**config.mk**
```make
export PLATFORM = sky130hd
export DESIGN_NAME = scr1_ialu_rvm_iter
export DESIGN_NICKNAME = d
export VERILOG_FILES = /design/src/rtl/scr1_ialu_rvm_pkg.sv /design/src/rtl/scr1_ialu_rvm_addsub.sv /design/src/rtl/scr1_ialu_rvm_iter.sv
export SDC_FILE = /design/constraint.sdc
export NUM_CORES = 1
export LEC_CHECK = 0
export CORE_MARGIN = 8
export CORE_UTILIZATION = 65
export CTS_BUF_LIST = sky130_fd_sc_hd__clkbuf_2 sky130_fd_sc_hd__clkbuf_4 sky130_fd_sc_hd__clkbuf_8
export CTS_CLUSTER_SIZE = 40
export DETAILED_ROUTE_END_ITERATION = 10
export PLACE_DENSITY = 0.87
export SLEW_MARGIN = 20
export SYNTH_ARGS = -nofsm -noshare
export SYNTH_HDL_FRONTEND = slang
export SYNTH_HIERARCHICAL = 1
export SYNTH_SLANG_ARGS = --single-unit
```
**constraint.sdc**
```tcl
create_clock -name clk -period 14.3 [get_ports clk]
set_input_delay 2.86 -clock clk [delete_from_list [all_inputs] [get_ports clk]]
set_output_delay 2.86 -clock clk [all_outputs]
set_load 0.05 [all_outputs]
```
**src/rtl/scr1_ialu_rvm_pkg.sv**
```systemverilog
// Shared types for the iterative RISC-V M-extension unit: command encoding,
// FSM states and per-command operand signedness.
package scr1_ialu_rvm_pkg;

    typedef enum logic [2:0] {
        RVM_MUL    = 3'd0,
        RVM_MULH   = 3'd1,
        RVM_MULHSU = 3'd2,
        RVM_MULHU  = 3'd3,
        RVM_DIV    = 3'd4,
        RVM_DIVU   = 3'd5,
        RVM_REM    = 3'd6,
        RVM_REMU   = 3'd7
    } type_scr1_ialu_rvm_cmd_e;

    typedef enum logic [1:0] {
        RVM_ST_IDLE,
        RVM_ST_CALC,
        RVM_ST_CORR,
        RVM_ST_DONE
    } type_scr1_ialu_rvm_state_e;

    // {op1 signed, op2 signed}
    function automatic logic [1:0] rvm_op_signed(input type_scr1_ialu_rvm_cmd_e cmd);
        case (cmd)
            RVM_MUL, RVM_MULH, RVM_DIV, RVM_REM: rvm_op_signed = 2'b11;
            RVM_MULHSU:                          rvm_op_signed = 2'b10;
            default:                             rvm_op_signed = 2'b00;
        endcase
    endfunction

endpackage

```
**src/rtl/scr1_ialu_rvm_addsub.sv**
```systemverilog
// Combinational XLEN+1 adder/subtractor shared by the divide step and the
// sign-correction negation.
module scr1_ialu_rvm_addsub #(
    parameter int XLEN = 32
) (
    input  logic [XLEN:0] a,
    input  logic [XLEN:0] b,
    input  logic          sub,
    output logic [XLEN:0] res
);

    assign res = sub ? (a - b) : (a + b);

endmodule

```
**src/rtl/scr1_ialu_rvm_iter.sv**
```systemverilog
// Iterative MUL/MULH/MULHSU/MULHU/DIV/DIVU/REM/REMU unit: shift-add multiply
// with configurable radix, restoring divide, fast path for divide special cases.
module scr1_ialu_rvm_iter
    import scr1_ialu_rvm_pkg::*;
#(
    parameter int XLEN     = 32,
    parameter int MUL_BITS = 1
) (
    input  logic            clk,
    input  logic            rst,
    input  logic            exu2ialu_rvm_cmd_vd_i,
    input  logic [2:0]      exu2ialu_rvm_cmd_i,
    input  logic [XLEN-1:0] exu2ialu_rvm_op1_i,
    input  logic [XLEN-1:0] exu2ialu_rvm_op2_i,
    input  logic            exu2ialu_rvm_kill_i,
    output logic            ialu2exu_rvm_res_rdy_o,
    output logic [XLEN-1:0] ialu2exu_rvm_res_o,
    output logic            ialu2exu_rvm_busy_o
);

    localparam int N_MUL = XLEN / MUL_BITS;
    localparam int N_DIV = XLEN;
    localparam int CNT_W = $clog2(XLEN + 1);

    type_scr1_ialu_rvm_state_e state, state_next;

    logic [2:0]        cmd;
    logic [XLEN-1:0]   opb;
    logic [2*XLEN-1:0] acc;
    logic              neg;
    logic [CNT_W-1:0]  cnt;
    logic [CNT_W-1:0]  cnt_last;
    logic [XLEN-1:0]   res_q;

    // Accept-time decode of the incoming command
    logic [1:0]      sgn;
    logic            op1_neg, op2_neg, in_div, in_rem, div_zero, div_ovf, fast;
    logic [XLEN-1:0] op1_mag, op2_mag, fast_res;

    assign sgn      = rvm_op_signed(type_scr1_ialu_rvm_cmd_e'(exu2ialu_rvm_cmd_i));
    assign op1_neg  = sgn[1] & exu2ialu_rvm_op1_i[XLEN-1];
    assign op2_neg  = sgn[0] & exu2ialu_rvm_op2_i[XLEN-1];
    assign op1_mag  = op1_neg ? -exu2ialu_rvm_op1_i : exu2ialu_rvm_op1_i;
    assign op2_mag  = op2_neg ? -exu2ialu_rvm_op2_i : exu2ialu_rvm_op2_i;
    assign in_div   = exu2ialu_rvm_cmd_i[2];
    assign in_rem   = exu2ialu_rvm_cmd_i[2] & exu2ialu_rvm_cmd_i[1];
    assign div_zero = in_div & (exu2ialu_rvm_op2_i == '0);
    assign div_ovf  = in_div & sgn[1]
                    & (exu2ialu_rvm_op1_i == {1'b1, {(XLEN-1){1'b0}}})
                    & (&exu2ialu_rvm_op2_i);
    assign fast     = div_zero | div_ovf;
    assign fast_res = div_zero ? (in_rem ? exu2ialu_rvm_op1_i : '1)
                               : (in_rem ? '0 : exu2ialu_rvm_op1_i);

    // Multiply: MUL_BITS chained shift-add steps per cycle, {hi, multiplier} in acc
    logic [2*XLEN-1:0] mul_chain [0:MUL_BITS];
    assign mul_chain[0] = acc;
    for (genvar k = 0; k < MUL_BITS; k++) begin : g_mul
        logic [XLEN:0] psum;
        assign psum = {1'b0, mul_chain[k][2*XLEN-1:XLEN]}
                    + (mul_chain[k][0] ? {1'b0, opb} : '0);
        assign mul_chain[k+1] = {psum, mul_chain[k][XLEN-1:1]};
    end

    // Shared adder: divide trial subtraction in CALC, result negation in CORR
    logic          is_div, is_rem, mul_hi, sel_hi, lo_zero;
    logic [XLEN:0] add_a, add_b, add_res;
    logic          add_sub;
    logic [XLEN:0] div_shift;
    logic [2*XLEN-1:0] div_next;
    logic [XLEN-1:0]   sel, corr_res;

    assign is_div    = cmd[2];
    assign is_rem    = cmd[2] & cmd[1];
    assign mul_hi    = ~cmd[2] & (|cmd[1:0]);
    assign sel_hi    = mul_hi | is_rem;
    assign sel       = sel_hi ? acc[2*XLEN-1:XLEN] : acc[XLEN-1:0];
    assign lo_zero   = (acc[XLEN-1:0] == '0);
    assign div_shift = acc[2*XLEN-1:XLEN-1];

    always_comb begin
        add_a   = '0;
        add_b   = '0;
        add_sub = 1'b1;
        if (state == RVM_ST_CALC) begin
            add_a = div_shift;
            add_b = {1'b0, opb};
        end else if (mul_hi) begin
            // high half of -P: ~P_hi plus the carry out of negating P_lo
            add_a   = {1'b0, ~acc[2*XLEN-1:XLEN]};
            add_b   = {{XLEN{1'b0}}, lo_zero};
            add_sub = 1'b0;
        end else begin
            add_b = {1'b0, sel};
        end
    end

    scr1_ialu_rvm_addsub #(.XLEN(XLEN)) i_addsub (
        .a   (add_a),
        .b   (add_b),
        .sub (add_sub),
        .res (add_res)
    );

    assign div_next = {(add_res[XLEN] ? div_shift[XLEN-1:0] : add_res[XLEN-1:0]),
                       acc[XLEN-2:0], ~add_res[XLEN]};
    assign corr_res = neg ? add_res[XLEN-1:0] : sel;
    assign cnt_last = is_div ? CNT_W'(N_DIV - 1) : CNT_W'(N_MUL - 1);

    always_comb begin
        state_next = state;
        if (exu2ialu_rvm_kill_i) begin
            state_next = RVM_ST_IDLE;
        end else begin
            case (state)
                RVM_ST_IDLE: if (exu2ialu_rvm_cmd_vd_i)
                                 state_next = fast ? RVM_ST_DONE : RVM_ST_CALC;
                RVM_ST_CALC: if (cnt == cnt_last) state_next = RVM_ST_CORR;
                RVM_ST_CORR: state_next = RVM_ST_DONE;
                default:     state_next = RVM_ST_IDLE;
            endcase
        end
    end

    always_ff @(posedge clk or posedge rst) begin
        if (rst) state <= RVM_ST_IDLE;
        else     state <= state_next;
    end

    always_ff @(posedge clk or posedge rst) begin
        if (rst) begin
            cmd                    <= '0;
            opb                    <= '0;
            acc                    <= '0;
            neg                    <= 1'b0;
            cnt                    <= '0;
            res_q                  <= '0;
            ialu2exu_rvm_res_rdy_o <= 1'b0;
            ialu2exu_rvm_res_o     <= '0;
        end else begin
            case (state)
                RVM_ST_IDLE: if (exu2ialu_rvm_cmd_vd_i && !exu2ialu_rvm_kill_i) begin
                    cmd   <= exu2ialu_rvm_cmd_i;
                    opb   <= op2_mag;
                    acc   <= {{XLEN{1'b0}}, op1_mag};
                    neg   <= in_rem ? op1_neg : (op1_neg ^ op2_neg);
                    cnt   <= '0;
                    res_q <= fast_res;
                end
                RVM_ST_CALC: begin
                    acc <= is_div ? div_next : mul_chain[MUL_BITS];
                    cnt <= cnt + 1'b1;
                end
                RVM_ST_CORR: res_q <= corr_res;
                default: ;
            endcase
            ialu2exu_rvm_res_rdy_o <= (state == RVM_ST_DONE) && !exu2ialu_rvm_kill_i;
            if ((state == RVM_ST_DONE) && !exu2ialu_rvm_kill_i)
                ialu2exu_rvm_res_o <= res_q;
        end
    end

    assign ialu2exu_rvm_busy_o = (state != RVM_ST_IDLE);

endmodule
```
==> impl_results.md, run 1 <==
- Average cell area after synthesis: 7.91 um^2
- Tot GR Track Use: between 30% and 40%
- CP max stage cell: nor3b_1
- Core area: 23300 um^2
- CP max stage delay: just over 700 ps
- Final period util: 57.8%
- Ys flop type: dfrtp_1
- CTS resizes: 0
- Largest net degree at the start of global routing: just under 100
- Critical path class: register to register
- PortBufs: approximately 100
- Setup bufs post-CTS: 0
- DRT Pass-1 Iters: 6
- Endpoints failing setup: 0
- Grt ovf: 0
- Routed Antenna Nets: 0
- HP Class: register to register
- Post-CTS Hold Buffers: 0
- Data arrival time of the worst path: 8660 ps
- Most frequent cell after synthesis: nand2_1
- Sequential cell area fraction in the yosys report: 28.4%
- Via density per instance: around 6.7
- Adder-cell share of the synthesized area: 6.33%
- Largest family of logic cells by synthesized area: compound AO/OA/AOI/OAI gates
- Fin crit period: between 8000 and 9000 ps
- Num rows: 56
- Post-synthesis compound-gate area fraction: approximately a quarter
- Post-layout instance area: 16800 um^2
- Max clock buf depth: 2
- Die ar.: 28600 um^2
- I/O pins: 105
- H-tree levels: 4
- CTS tree: built
- Synth unique cells: 78
- Multiplexer share of the synthesized area: 8.89%
- Status: completed
- # nets final: 2096
- Synth warn: 6
- Worst Setup SP: cmd[2]
- Max Fanout on Critical Path: between 60 and 70
- Post-Syn Area: 15200 um^2
- Max Clock Skew: 28.0 ps
- Antenna Diode Count: 0
- Starting DRT DRC Count: 1940
- CTS Sinks: 173
- Initial Util: 65.5%
- DPL Wire Length: 36800 um
- CTS clk-pin slew, worst paths: about 100 ps
- Setup tns final: 0 ps
- Chip height: approximately 170 um
- Synth async-reset ratio: 100%
- Slew @ Worst Pin: 1140 ps
- Wire per inst: 22.0 um
- CTS Buf Count: 17
- GPL Wtd Cong: between 1 and 1.5
- EDFF count, synth: 0
- RSZ-0062 raised after global routing: false
- Layout cells sized above 1: between 6 and 7%
- Peak Freq: 121 MHz
- Root Buffer: clkbuf_8
- Crit end category: register
- Cells after Synth: slightly below 2000
- Synth Area in XOR/XNOR: 8.21%
- CP Launch Type: register
- Worst EP required: 14690 ps
- Dominant cells by area after synthesis: dfrtp_1, o21ai_0, nand2_1
- Final Hold Viols: 0
- WL final: about 50000 um
- Area delta synth->final: 10.2%
- DP Area: around 16000 um^2
- Worst-Skew Late Latency: 500 ps
- Reg2Reg Launch Point: cmd[2]
- Die Width: 169 um
- DRC: 0
- Hold Crit Start: ialu2exu_rvm_res_o[18]
- Synth top area share: between 20% and 30%
- # fillers: 1896
- Leading area contributor after synthesis: dfrtp_1
- Syn_nets: 2074
- Post-Synth Simple-Gate Area: between 10% and 20%
- Worst slew margin: ~23%
- FF+latch count, synth: 173
- Max_cap viols: 0
- Vias in the first global route: 14700
- Antenna violations before repair: 0
- First-pass GRT wire length: ~80000 um
- Synth cell count leaders: nand2_1, o21ai_0, dfrtp_1
- Via Count: 15400
- Slew Limit Fails: 0
kinds of logic after synthesis:
group	Yosys count
adder cells (fa/ha/maj)	76
AO/OA/AOI/OAI	614
other	1
buffers and inverters	157
XOR/XNOR	143
multiplexers	131
flip-flops	173
AND/OR/NAND/NOR	632
metal layers:
| metal | wire [um] | global-route usage (%) | up-vias |
|---|---|---|---|
| li1 | - | - | 7027 |
| met5 | 0 | 0 | - |
| met1 | 19400 | 44.4 | 7228 |
| met4 | 2980 | 20.4 | 0 |
| met3 | 5020 | 6.37 | 203 |
| met2 | 22800 | 54.2 | 920 |
flip-flops by register name, indices dropped and copies added (netlist names):
signal and flops:
opb 32, acc 64, cmd 3, neg 1
cnt 6, ialu2exu_rvm_res_o 32, res_q 32, ialu2exu_rvm_res_rdy_o 1
state 2
through the flow:
step	hold WS [ps]	cells	utilization (%)	setup WS [ps]
after global placement	482	2249	70.4	6590
after detailed placement	493	2249	70.4	6370
after floorplan	464	1927	-	6750
after CTS	516	2280	72.2	6330
final	517	2280	72.2	6030
after global routing	539	2280	72.2	5690
cells in the final DEF (no fill, tap or decap), drive strengths merged, types with 10 or more instances in the layout:
| cell | count |
|---|---|
| ha | 74 |
| xnor2 | 93 |
| o31ai | 25 |
| nand2 | 277 |
| nand4 | 24 |
| clkbuf | 17 |
| o221ai | 20 |
| nand3 | 32 |
| o21ai | 261 |
| a22oi | 33 |
| and2 | 41 |
| clkdlybuf4s50 | 104 |
| nor3 | 36 |
| xor2 | 50 |
| o21bai | 12 |
| a211oi | 10 |
| mux2 | 35 |
| a21o | 24 |
| a31oi | 14 |
| or3 | 11 |
| nor2 | 130 |
| inv | 46 |
| buf | 15 |
| mux2i | 96 |
| nor4 | 25 |
| dfrtp | 173 |
| a21oi | 143 |
| or4 | 10 |
final cells by class:
cell class	count	area, um^2	share of cell area (%)
Multi-Input combinational cell	1597	10300	61.6
Sequential cell	173	4330	25.8
Timing Repair Buffer	119	1150	6.87
Tap cell	319	399	2.38
Clock buffer	17	234	1.39
Clock inverter	14	179	1.07
Inverter	41	159	0.946
worst max-delay path: cells and delay by family, from the launching register on:
kind | cells | cell delay, ps
adders and majority gates | 2 | 380
muxes | 2 | 440
DFF | 1 | 350
AOI/OAI and AO/OA | 11 | 2290
buffers and inverters | 5 | 2300
xor gates and xnor gates | 2 | 310
and+or+nand+nor | 7 | 2050
worst paths after layout:
kind | to | depth (start not counted) | slack [ps]
setup / recovery | acc[60] | 29 | 6030
hold / removal | ialu2exu_rvm_res_o[18] | 1 | 520
setup reg to reg | acc[60] | 29 | 6030
hold reg to reg | ialu2exu_rvm_res_o[18] | 1 | 520
max in group asynchronous | cmd[2] | 3 | 9760
min in group asynchronous | ialu2exu_rvm_res_rdy_o | 2 | 2920
Power of run 1 is left out: the tool's default activity adds up to more than one toggle a clock period on the data nets, which glitch-free logic cannot reach.
==> run 2, diff against run 1 <==
Settings changed: CORE_UTILIZATION 65 to 62, PLACE_DENSITY 0.87 to 0.83.
Clock period 14.3 ns to 8.45 ns, I/O delays scaled along.
==> impl_results.md, run 2 (synthesized netlist as in run 1, its figures left out) <==
- Status: completed
- Die ar.: approximately 30000 um^2
- Final period util: between 80 and 90%
- Setup bufs post-CTS: 0
- Die Width: 173 um
- Crit end category: register
- # nets final: ~2100
- Critical path class: register to register
- CP Launch Type: register
- Slew @ Worst Pin: 1110 ps
- Largest net degree at the start of global routing: 99
- # fillers: 2047
- R2R Path End: acc[56]
- Endpoints failing setup: 0
- CP max stage delay: around 730 ps
- First-pass GRT wire length: 81100 um
- Wire per inst: 22.4 um
- DPL Wire Length: around 39000 um
- DRT Pass-1 Iters: 5
- I/O pins: 105
- Grt ovf: 0
- Depth of the most critical reg-to-reg path: 25
- Setup tns final: 0 ps
- Max Fanout on Critical Path: 29
- CTS resizes: 0
- CP max stage cell: nor4_1
- CTS Sinks: between 150 and 200
- Initial Util: 62.9%
- Worst setup endpoint: acc[56]
- WL final: just over 50000 um
- Worst EP required: 8820 ps
- Via Count: ~15000
- GPL Wtd Cong: between 1 and 1.5
- Vias in the first global route: 14700
- Leading cell type in the layout, fill and taps excluded: nand2_1
- CTS clk-pin slew, worst paths: around 120 ps
- Data arrival time of the worst path: 7640 ps
- Largest reg by FF count: acc
- Core area: 24200 um^2
- Post-CTS Hold Buffers: 0
- HP Class: register to register
- DRC: 0
- Routed Antenna Nets: 0
- PortBufs: 104
- Area delta synth->final: 10.6%
- Worst-Skew Late Latency: 490 ps
- H-tree levels: 4
- Chip height: 173 um
- Max Clock Skew: ~23 ps
- Max clock buf depth: 2
- Worst Setup SP: state[1]
- Tot GR Track Use: between 30% and 40%
- Via density per instance: 6.72
- Peak Freq: between 100 and 150 MHz
- R2R setup slack: 1180 ps
- Final hold slack: 518 ps
- Post-layout instance area: 16900 um^2
- Root Buffer: clkbuf_8
- DP Area: 16400 um^2
- Fin crit period: 7270 ps
- Buffers plus inverters on the worst setup path: 4
- Layout cells sized above 1: ~6.4%
- Antenna Diode Count: 0
- RSZ-0062 raised after global routing: false
- Hold Crit Start: res_q[17]
- Num rows: 57
- CTS tree: built
- Largest delay share family, worst path: compound AO/OA/AOI/OAI gates
- Most frequent cells in the layout: nand2_1, o21ai_0, dfrtp_1, a21oi_1, nor2_1
- Worst slew margin: 25.3%
- Antenna violations before repair: 0
- Slew Limit Fails: 0
- Max_cap viols: 0
- Max FFs per register: between 60 and 70
- CTS Buf Count: 17
- WP depth: 25
- Reg2Reg Launch Point: state[1]
- Final Hold Viols: 0
- Starting DRT DRC Count: 2084
-- run 2: worst min-delay path by stage --
stage,endpoint,slack [ps],cells past startpoint
final,ialu2exu_rvm_res_o[17],520,1
after global routing,ialu2exu_rvm_res_o[17],520,1
after CTS,ialu2exu_rvm_res_o[17],520,1
after detailed placement,ialu2exu_rvm_res_o[28],500,1
after global placement,ialu2exu_rvm_res_o[8],490,1
after floorplan,opb[0],460,2
-- run 2: metrics by stage --
stage	cells	utilization (%)	setup WS [ps]
after floorplan	1927	-	1300
after global placement	2262	67.8	1600
after detailed placement	2262	67.8	1400
after CTS	2294	69.5	1340
after global routing	2294	69.6	772
final	2294	69.6	1180
-- run 2: worst register-to-register path, cell delays in order (launching register included) --
cell      delay (ps)
dfrtp_1          450
inv_1            130
ha_4             270
inv_1             90
o21ai_1          440
buf_4            360
o21ai_0          230
nor4_1           730
nor3b_4          450
nand2_2          120
nor2_4           190
a21oi_1          100
xnor2_1          170
ha_1             390
a21o_1           200
a21o_1           170
a21o_1           190
a221oi_1         390
o21ai_0          130
a211oi_1         460
xnor2_2          260
buf_4            520
mux2i_1          290
o21ai_0           80
a311oi_1         250
nand2_1           80
-- run 2: layout make-up --
cell class              instances  area [um^2]  area share [%]
inverters                      41          159           0.942
flip-flops and latches        173         4330            25.7
repair buffers                127         1220            7.22
clock buffers                  18          241            1.43
multi-input cells            1597        10300            61.3
clock inverters                14          178            1.05
well taps                     324          405            2.40
-- run 2: routing by layer --
metal  share of wire, %  GRT usage, %
met4                4.8          16.2
met2                 47          54.4
met1                 40          43.0
met5                  0             0
met3                8.5          4.57
Power of run 2 is left out for the same reason.
==> run 3, diff against run 2 <==
Settings changed: CAP_MARGIN set to 20, CORE_UTILIZATION 62 to 30, PLACE_DENSITY 0.83 to not set.
==> impl_results.md, run 3 (synthesized netlist as in run 1, its figures left out) <==
- Fin crit period: 7250 ps
- Final Hold Viols: 0
- I/O pins: around 110
- Num rows: 82
- Die Width: roughly 240 um
- Most frequent cells in the layout: nand2_1, o21ai_0, dfrtp_1, a21oi_1, nor2_1
- # nets final: around 2100
- Leading cell type in the layout, fill and taps excluded: nand2_1
- Worst slew margin: 29.7%
- GPL Wtd Cong: between 0.9 and 1
- Area delta synth->final: 13.5%
- Wire per inst: 20.5 um
- Initial Util: 30.4%
- Max Clock Skew: 21.1 ps
- Tot GR Track Use: 18.3%
- Via density per instance: between 5 and 6
- Worst-Skew Late Latency: 500 ps
- Antenna Diode Count: 0
- Peak Freq: ~140 MHz
- Largest reg by FF count: acc
- Status: completed
- RSZ-0062 raised after global routing: false
- Via Count: 14800
- Critical path class: register to register
- Slew Limit Fails: 0
- Slew @ Worst Pin: 1050 ps
- DPL Wire Length: approximately 43000 um
- Post-CTS Hold Buffers: 0
- CTS resizes: 0
- Root Buffer: clkbuf_8
- HP Class: register to register
- CTS tree: built
- Core area: 50200 um^2
- Starting DRT DRC Count: 1355
- Max Fanout on Critical Path: 32
- DRT Pass-1 Iters: 6
- Data arrival time of the worst path: between 7000 and 8000 ps
- First-pass GRT wire length: approximately 84000 um
- Max clock buf depth: 2
- CTS Sinks: ~170
- Vias in the first global route: 14100
- Setup bufs post-CTS: 0
- Setup tns final: 0 ps
- Antenna violations before repair: 1
- WL final: 54200 um
- Largest net degree at the start of global routing: 91
- CTS clk-pin slew, worst paths: 90 ps
- Die ar.: just under 60000 um^2
- Finished Core Util: around a third
- Routed Antenna Nets: 0
- Endpoints failing setup: 0
- PortBufs: between 100 and 150
- Layout cells sized above 1: 6.59%
- # fillers: roughly 5300
- Worst EP required: 8830 ps
- Final period util: 85.8%
- Chip height: 241 um
- H-tree levels: 4
- DRC: 0
- Max FFs per register: 64
- CP Launch Type: register
- Max_cap viols: 0
- Crit end category: register
- Grt ovf: 0
- CTS Buf Count: 17
[run 3: final timing paths]
check / start / endpoint / slack, ps / cells after the start
worst min register to register: neg / neg / 510 / 2
worst max-delay path: state[1] / acc[56] / 1200 / 26
worst max register to register: state[1] / acc[56] / 1200 / 26
worst min-delay path: neg / neg / 510 / 2
min in group asynchronous: rst / ialu2exu_rvm_res_rdy_o / 1760 / 2
max in group asynchronous: rst / neg / 5530 / 3
[run 3: area by class of cell]
type	instances	area (um^2)	area share (%)
clock buffers	20	275	1.59
repair buffers	130	1240	7.14
inverters	41	159	0.918
flip-flops and latches	173	4330	25.0
multi-input cells	1597	10300	59.8
clock inverters	12	121	0.701
well taps	672	841	4.86
[run 3: routing by layer]
metal / GRT usage, % / wire, um / part of all wire (%) / vias up
met3: 2.54 / 3060 / 5.6 / 60
li1: - / - / - / 7038
met1: 26.1 / 25000 / 46 / 7232
met5: 0 / 0 / 0 / -
met2: 28.4 / 24600 / 45 / 490
met4: 5.34 / 1470 / 2.7 / 0
[run 3: worst max-delay path, stage by stage (launching register included)]
cell and delay (ps):
dfrtp_1 440, inv_1 140, ha_4 240, inv_1 310, o21ai_1 180, buf_4 350, o21ai_0 300, or4_4 600
or3_4 370, nor3b_4 310, nand2_2 130, nor2_4 180, a21oi_1 100, xnor2_1 160, ha_1 390, a21o_1 210
a21o_1 180, a21o_1 180, a221oi_1 370, o21ai_0 130, a211oi_1 430, xnor2_2 290, buf_4 450, mux2i_1 260
o21ai_0 110, a311oi_1 250, nand2_1 80
[run 3: per-stage QoR]
step	instances	setup WS, ps	hold WS (ps)	cell area (um^2)
after detailed placement	2613	1250	477	16900
after CTS	2645	1240	512	17300
after global placement	2613	1470	466	16900
final	2645	1200	509	17300
after floorplan	1927	1300	464	15200
after global routing	2645	663	531	17300
Power of run 3 is left out for the same reason.
